File: src/rtl/lcd_value_formatter.sv
// lcd_value_formatter
// Turns a 16-bit unsigned value into two 16-character ASCII lines for an LCD
// driver. Line 1 is "VAL:" followed by the decimal value, right-justified with
// leading zeros blanked. Line 2 is "HEX: 0xNNNN" when the build defines
// LCD_FMT_HEX_LINE_EN; otherwise line 2 is permanently blank and no hex logic
// is built. The binary-to-BCD conversion is a serial double-dabble, one bit
// per clock. Requests that arrive while busy are held in a one-deep pending
// slot, where a newer request replaces an older one.
module lcd_value_formatter #(
   parameter int LINE_LENGTH = 16  // only 16 is supported; the field layout is fixed
) (
   input  logic                   CLK,
   input  logic                   RESET_N,
   input  logic [15:0]            value,
   input  logic                   value_valid,
   input  logic                   sendingDone,
   output logic [8*LINE_LENGTH:1] line1,
   output logic [8*LINE_LENGTH:1] line2,
   output logic                   sendText,
   output logic                   busy
);

   typedef enum logic [1:0] {
      IDLE    = 2'd0,
      CONVERT = 2'd1,
      FORMAT  = 2'd2,
      SEND    = 2'd3
   } state_t;

   localparam logic [8*LINE_LENGTH:1] BLANK_LINE = {LINE_LENGTH{8'h20}};

   state_t                   state_q;
   logic [15:0]              shift_q;     // value bits still to be shifted in
   logic [19:0]              bcd_q;       // five BCD digits, digit 4 is the MSD
   logic [3:0]               cnt_q;       // CONVERT cycle index 0..15
   logic                     pend_q;
   logic [15:0]              pend_val_q;
   logic                     send_q;
   logic [8*LINE_LENGTH:1]   line1_q;

   logic [19:0]              bcd_adj;
   logic [19:0]              bcd_d;
   logic [15:0]              load_val;
   logic [8*LINE_LENGTH:1]   line1_d;

   // ASCII for one decimal digit, or a space when it is a blanked leading zero
   function automatic logic [7:0] dec_char(input logic [3:0] d, input logic blank);
      return blank ? 8'h20 : (8'h30 + {4'h0, d});
   endfunction

`ifdef LCD_FMT_HEX_LINE_EN
   logic [15:0]              value_q;     // captured value, kept for the hex line
   logic [8*LINE_LENGTH:1]   line2_q;
   logic [8*LINE_LENGTH:1]   line2_d;

   // ASCII for one uppercase hex nibble
   function automatic logic [7:0] hex_char(input logic [3:0] n);
      return (n < 4'd10) ? (8'h30 + {4'h0, n}) : (8'h37 + {4'h0, n});
   endfunction

   // Hex text of the captured value: "HEX: 0x" + 4 digits + 5 spaces
   always_comb begin
      line2_d = {"HEX: 0x",
                 hex_char(value_q[15:12]), hex_char(value_q[11:8]),
                 hex_char(value_q[7:4]),   hex_char(value_q[3:0]),
                 "     "};
   end
`endif

   // Double-dabble step: add 3 to every digit >= 5, then shift in the next value bit
   always_comb begin
      // NOTE: every always_comb output gets a default first so no path can infer a latch.
      bcd_adj = bcd_q;
      for (int i = 0; i < 5; i++) begin
         if (bcd_q[4*i +: 4] >= 4'd5) begin
            bcd_adj[4*i +: 4] = bcd_q[4*i +: 4] + 4'd3;
         end
      end
      bcd_d = {bcd_adj[18:0], shift_q[15]};
   end

   // Decimal text: "VAL:" + 6 spaces + 5 digits with leading zeros blanked + 1 space
   always_comb begin
      logic b4, b3, b2, b1;
      b4 = (bcd_q[19:16] == 4'd0);
      b3 = b4 && (bcd_q[15:12] == 4'd0);
      b2 = b3 && (bcd_q[11:8]  == 4'd0);
      b1 = b2 && (bcd_q[7:4]   == 4'd0);
      line1_d = {"VAL:      ",
                 dec_char(bcd_q[19:16], b4), dec_char(bcd_q[15:12], b3),
                 dec_char(bcd_q[11:8],  b2), dec_char(bcd_q[7:4],   b1),
                 dec_char(bcd_q[3:0],   1'b0),
                 " "};
   end

   // Source of a new conversion: a fresh request wins over the pending slot
   always_comb begin
      load_val = value_valid ? value : pend_val_q;
   end

   // Control FSM, conversion datapath, pending slot and registered outputs
   always_ff @(posedge CLK) begin
      // NOTE: sequential state uses non-blocking assignments only, so every
      // right-hand side sees the pre-edge value regardless of statement order.
      if (!RESET_N) begin
         state_q    <= IDLE;
         shift_q    <= '0;
         bcd_q      <= '0;
         cnt_q      <= '0;
         pend_q     <= 1'b0;
         pend_val_q <= '0;
         send_q     <= 1'b0;
         line1_q    <= BLANK_LINE;
`ifdef LCD_FMT_HEX_LINE_EN
         value_q    <= '0;
         line2_q    <= BLANK_LINE;
`endif
      end else begin
         // A request while busy goes to the pending slot; a transition below
         // that consumes it overrides this.
         if (value_valid && (state_q != IDLE)) begin
            pend_q     <= 1'b1;
            pend_val_q <= value;
         end

         case (state_q)
            IDLE: begin
               if (value_valid) begin
                  shift_q <= load_val;
                  bcd_q   <= '0;
                  cnt_q   <= '0;
`ifdef LCD_FMT_HEX_LINE_EN
                  value_q <= load_val;
`endif
                  state_q <= CONVERT;
               end
            end

            CONVERT: begin
               bcd_q   <= bcd_d;
               shift_q <= {shift_q[14:0], 1'b0};
               cnt_q   <= cnt_q + 4'd1;
               if (cnt_q == 4'd15) begin
                  state_q <= FORMAT;
               end
            end

            FORMAT: begin
               line1_q <= line1_d;
`ifdef LCD_FMT_HEX_LINE_EN
               line2_q <= line2_d;
`endif
               state_q <= SEND;
            end

            SEND: begin
               // First SEND cycle raises the request; sendingDone only counts once it is up.
               if (!send_q) begin
                  send_q <= 1'b1;
               end else if (sendingDone) begin
                  send_q <= 1'b0;
                  if (value_valid || pend_q) begin
                     pend_q  <= 1'b0;
                     shift_q <= load_val;
                     bcd_q   <= '0;
                     cnt_q   <= '0;
`ifdef LCD_FMT_HEX_LINE_EN
                     value_q <= load_val;
`endif
                     state_q <= CONVERT;
                  end else begin
                     state_q <= IDLE;
                  end
               end
            end

            default: state_q <= IDLE;
         endcase
      end
   end

   assign sendText = send_q;
   assign busy     = (state_q != IDLE);
   assign line1    = line1_q;
`ifdef LCD_FMT_HEX_LINE_EN
   assign line2    = line2_q;
`else
   assign line2    = BLANK_LINE;
`endif

endmodule

File: config.mk
export PLATFORM = sky130hd
export DESIGN_NAME = lcd_value_formatter
export DESIGN_NICKNAME = d
export VERILOG_FILES = /design/src/rtl/lcd_value_formatter.sv
export SDC_FILE = /design/constraint.sdc
export NUM_CORES = 1
export LEC_CHECK = 0
export ABC_AREA = 1
export CAP_MARGIN = 20
export CORE_MARGIN = 5
export CORE_UTILIZATION = 45
export CTS_CLUSTER_DIAMETER = 200
export DETAILED_ROUTE_END_ITERATION = 12
export HOLD_SLACK_MARGIN = 0.06
export PLACE_DENSITY = 0.87
export SYNTH_ARGS = -nofsm -noshare
export SYNTH_HDL_FRONTEND = slang
export SYNTH_SLANG_ARGS = --single-unit
File: constraint.sdc
create_clock -name CLK -period 2.5 [get_ports CLK]
set_input_delay 0.375 -clock CLK [delete_from_list [all_inputs] [get_ports CLK]]
set_output_delay 0.375 -clock CLK [all_outputs]
set_load 0.05 [all_outputs]
Yosys cells after proc, flatten, opt, wreduce, memory -nomap -nowiden
Index checks and enable logic that the tools add are counted.
{ "classes": {"n_addsub": 11, "magnitude_cmp": 5, "n_eq_ne": 9, "reduce_logical": 14, "mux": 38} }
{ "op_table": {"columns": ["cell", "count"], "rows": [
  ["$mux W16", 5],
  ["$mux W20", 4],
  ["$pmux W20 S3", 1],
  ["$pmux W16 S3", 1],
  ["$add A6 B4 Y7 const A", 5],
  ["$mux W4", 8],
  ["$mux W7", 4],
  ["$ge A4 B3 Y1 const B", 5],
  ["$add A4 B2 Y4 const B", 4],
  ["$logic_not A4 Y1", 4],
  ["$pmux W4 S3", 1],
  ["$ne A2 B2 Y1 const B", 5],
  ["$mux W1", 8],
  ["$mux W2", 4],
  ["$pmux W2 S4", 1],
  ["$reduce_and A5 Y1", 1],
  ["$add A4 B1 Y4 const B", 1],
  ["$eq A2 B2 Y1 const B", 2],
  ["$eq A4 B4 Y1 const B", 1],
  ["$logic_and A1 B1 Y1", 4],
  ["$reduce_and A4 Y1", 1],
  ["$add A3 B2 Y3 const B", 1],
  ["$mux W3", 1],
  ["$reduce_bool A3 Y1", 1],
  ["other kinds (4)", 4]
]} }
{ "word_totals": {"out_inout_bits": 258, "reg_bits": 115, "input_bits": 20, "elab_cells": 85} }

Depth between registers and ports, before layout
{ "depth": {"depth_word": 7, "mapped_depth": 11, "depth_no_buf": 10} }

Least setup slack after synthesis
Ideal clock, no wire load.
{ "synth_path": {"kind": "register -> register", "start": "reg state_q[1]", "end": "reg shift_q[10]", "arrival_ns": 1.415, "setup_slack_ns": 0.953, "required_ns": 2.368, "synth_period_minus_slack_ns": 1.547, "path_buffers": 2, "setup_ns": 0.132, "path_stages_with_launch": 11, "cell_sequence": "dfxtp_1 > inv_1 > ha_1 > buf_2 > o21ai_1 > nand2_2 > nand2_4 > inv_2 > buf_4 > nand2_1 > a21oi_1"} }
{ "synth_between": {"elab_chain_cells": 3, "word_cells_on_any_way": 10, "cone_classes": "eq/ne (6); mux (1); reduce/logical (3)"} }
{ "synth_lines": {"columns": ["element", "line", "rtl"], "rows": [
  ["start: declaration", "32", "state_t state_q;"],
  ["start signal: assignment", "106", "state_q <= IDLE;"],
  ["start signal: assignment", "135", "state_q <= CONVERT;"],
  ["start signal: assignment", "144", "state_q <= FORMAT;"],
  ["$eq A2 B2 Y1, or another cell as far along", "126", "case (state_q)"],
  ["$ne A2 B2 Y1 (no line) or $reduce_bool A3 Y1 (tied branches)", null, null],
  ["$reduce_and A5 Y1 (no line)", null, null],
  ["end signal: assignment", "129", "shift_q <= load_val;"],
  ["end signal: assignment", "141", "shift_q <= {shift_q[14:0], 1'b0};"],
  ["end signal: assignment", "164", "shift_q <= load_val;"],
  ["end: declaration", "33", "logic [15:0] shift_q;"]
]} }
Several ways; a longest one is shown, not always the timed one.
A chain may end at the register's enable or synchronous reset.

Worst setup path in the final report
{ "layout_path": {"start": "reg state_q[0]", "end": "out busy"} }
{ "layout_between": {"elab_chain_cells": 1} }
{ "layout_lines": {"columns": ["element", "line", "rtl"], "rows": [
  ["$reduce_bool A2 Y1", "183", "assign busy = (state_q != IDLE);"],
  ["end: declaration", "20", "output logic busy"]
]} }
No other way between the ends.

==> results by group <==
Synth
  • Cell count after synthesis: 816
  • Synth Register Bits: 86
  • Syn_area_per_cell: 7.14 µm²
  • Seq/Total Area, Yosys: 29.6%
  • Synthesized area: 0.00582 mm²
  • Synth unique cells: 26
  • Synth Warn #: 0

Floorplan
  • Total core area: 0.0127 mm²
  • # rows: 41
  • Initial core utilization: 46.0%
  • Die W: 124 µm
  • # IOs: 278
  • Die Ht: 124 µm
  • Die area: 0.0153 mm²

Worst setup path
  • Setup crit start: state_q[0]
  • Startpoint Class: register
  • Slowest CP cell: clkdlybuf4s50_1
  • Most used cell, CP: inv_1
  • Worst Path Arrival: 1.97 ns
  • Worst endpoint required time: 2.12 ns
  • Worst r2r src: state_q[0]
  • Flop2flop setup slack: 0.70 ns
  • CP Cell Sequence: inv_1 > ha_1 > inv_1 > clkdlybuf4s50_1
  • CP Max Fanout: 5
  • Critical register-to-register path endpoint: shift_q[0]
  • Worst setup path end: busy
  • Crit. End Element: output pin
  • Type of the worst setup path: register to output pin
  • FF-to-FF path depth: 9
  • Max incr delay on CP: 0.81 ns

Final layout
  • Share of layout cells above drive strength 1: 3.29%
  • Fillers: 1286
  • # nets final: 886
  • Syn-to-layout area delta: 1.42%
  • Antenna Cells: 0
  • Most frequent cells in the layout: conb_1, nand2_1, dfxtp_1
  • Most common cell after layout, fill and taps aside: conb_1

STA
  • FMAX: 427 MHz
  • Final worst path period share: 93.8%
  • Setup TNS: 0 ns
  • Rel. slew slack: 64.7%
  • Setup Viol. Count Final: 0
  • Worst clock skew: 0.00733 ns
  • Max-slew violation count: 0
  • Final hold vios: 0
  • RSZ-0062 raised after global routing: no
  • Crit path time final: 2.34 ns
  • Least-Margin Pin Slew: 0.528 ns
  • Post-route setup slack: 0.156 ns

Drt
  • Initial DRC count: 273
  • Pre-Repair DR Iteration Count: 7
  • DR DRC count: 0
  • Average routed wire per standard cell: 10.5 µm
  • Antenna Nets Post-Route: 0
  • Drt total wl: 10700 µm
  • Avg Vias per Cell: 4.14
  • Via Count: 4239

Clock tree
  • Post-CTS setup buffers: 0
  • CTS max path bufs: 2
  • Clock slew at reported path FFs: 0.06 ns
  • Root buffer cell: clkbuf_16
  • Worst-skew pair later-pin latency: 0.34 ns
  • Post-CTS Resized: 0
  • CTS tree: yes
  • Hold buffer count at CTS: 0
  • CTS Sinks: 86
  • CTS H-tree depth: 3
  • Cts bufs inserted: 9

Pwr
  • Pint: 2.94 mW
  • P_leak: 2.68 nW
  • Switch Pwr: 2.83 mW
  • Peak supply drop: 0.896 mV
  • Logic gate share of total power: 48.5%
  • Sw Share: 49.1%
  • Clock Power Share: 20.9%
  • Sequential Power Share: 30.7%
  • Pwr Density: 977 mW/mm²

Place
  • Hpwl dp: 8020 µm
  • PortBufs: 61
  • Place WS: 0.467 ns
  • Global placement routability congestion: 0.790

GRT
  • Vias in the first global route: 3546
  • GRT Util Overall: 13.2%
  • Largest net degree at the start of global routing: 68
  • Initial antenna violation count: 0
  • First-pass GRT wire length: 16400 µm
  • Gr ovfl total: 0

Run
  • Max-cap violation count: 0

Hold path
  • HP Class: register to register
  • Critical hold path startpoint: line1[33]

Status
  • Outcome: complete, no violations
-- logic make-up after synthesis --
family | Yosys count | share of synthesized area, %
AOI/OAI and AO/OA | 150 | 13.6
xor gates and xnor gates | 2 | 0.301
adders and majority gates | 18 | 3.87
buffers and inverters | 322 | 36.2
DFF | 86 | 29.6
other | 2 | 0.129
and+or+nand+nor | 236 | 16.4
-- routing by layer --
layer | share of wire (%) | vias to the layer above | track usage (%) | wire length, µm
met4 | 0.75 | 0 | 2.91 | 80
met1 | 40 | 1880 | 16.7 | 4290
li1 | - | 2201 | - | -
met3 | 8.1 | 8 | 3.18 | 871
met5 | 0 | - | 0 | 0
met2 | 51 | 150 | 22.7 | 5490
-- Yosys cell counts --
library cell | count | area share (%)
buf_4 | 234 | 30
nand2_1 | 160 | 10
dfxtp_1 | 86 | 30
a21oi_1 | 66 | 5.7
o21ai_0 | 66 | 5.7
inv_1 | 57 | 3.7
nor2_1 | 46 | 3.0
nand3_1 | 20 | 1.7
ha_1 | 18 | 3.9
clkbuf_1 | 17 | 1.1
a211oi_1 | 14 | 1.8
nand4_1 | 5 | 0.54
buf_1 | 4 | 0.26
buf_2 | 4 | 0.34
inv_2 | 4 | 0.26
buf_6 | 2 | 0.39
conb_1 | 2 | 0.13
o21ai_1 | 2 | 0.17
xor2_1 | 2 | 0.30
a21o_1 | 1 | 0.13
a221oi_1 | 1 | 0.15
nand2_2 | 1 | 0.11
nand2_4 | 1 | 0.19
nand3_4 | 1 | 0.30
nor3_1 | 1 | 0.086
nor3b_1 | 1 | 0.13
-- final cells by class --
| class | count | area [µm²] | area share (%) |
|---|---|---|---|
| inverter | 61 | 229 | 3.88 |
| clock buffer | 11 | 243 | 4.11 |
| multi-input combinational | 622 | 2800 | 47.4 |
| timing repair buffer | 68 | 676 | 11.4 |
| clock inverter | 4 | 23.8 | 0.403 |
| sequential | 86 | 1720 | 29.2 |
| tap | 172 | 215 | 3.64 |
-- registers in the layout (all words and copies together), names as in the netlist --
name	count
line1	26
shift_q	16
bcd_q	20
pend_q	1
pend_val_q	16
cnt_q	4
sendText	1
state_q	2
-- worst max-delay path: cells and delay by family (launching register included) --
kind | cells | cell delay [ns]
buffers and inverters | 3 | 0.99
adders and majority gates | 1 | 0.25
DFF | 1 | 0.39
-- metrics by stage --
stage	hold WS, ns	utilization [%]	cells	cell area, µm²	total power, mW
finish	0.461	46.6	1024	5910	5.77
global route	0.478	46.6	1024	5910	6.13
CTS	0.465	46.6	1024	5910	5.81
detailed placement	0.455	44.5	1009	5640	4.59
global placement	0.450	44.5	1009	5640	4.55
floorplan	0.439	-	1030	6630	4.44
-- power groups by stage --
stage	Combinational [mW]	Clock, mW	Sequential (mW)
floorplan	2.42	0	2.02
global placement	2.76	0	1.79
detailed placement	2.79	0	1.80
CTS	2.80	1.24	1.77
global route	3.04	1.29	1.80
finish	2.80	1.20	1.77
-- worst min path at each step --
stage / to / depth (start not counted)
after global routing: shift_q[15] / 2
final: line1[33] / 2
after detailed placement: shift_q[15] / 2
after CTS: shift_q[15] / 2
after global placement: bcd_q[0] / 2
after floorplan: bcd_q[0] / 2
(Power assumes the default switching activity.)
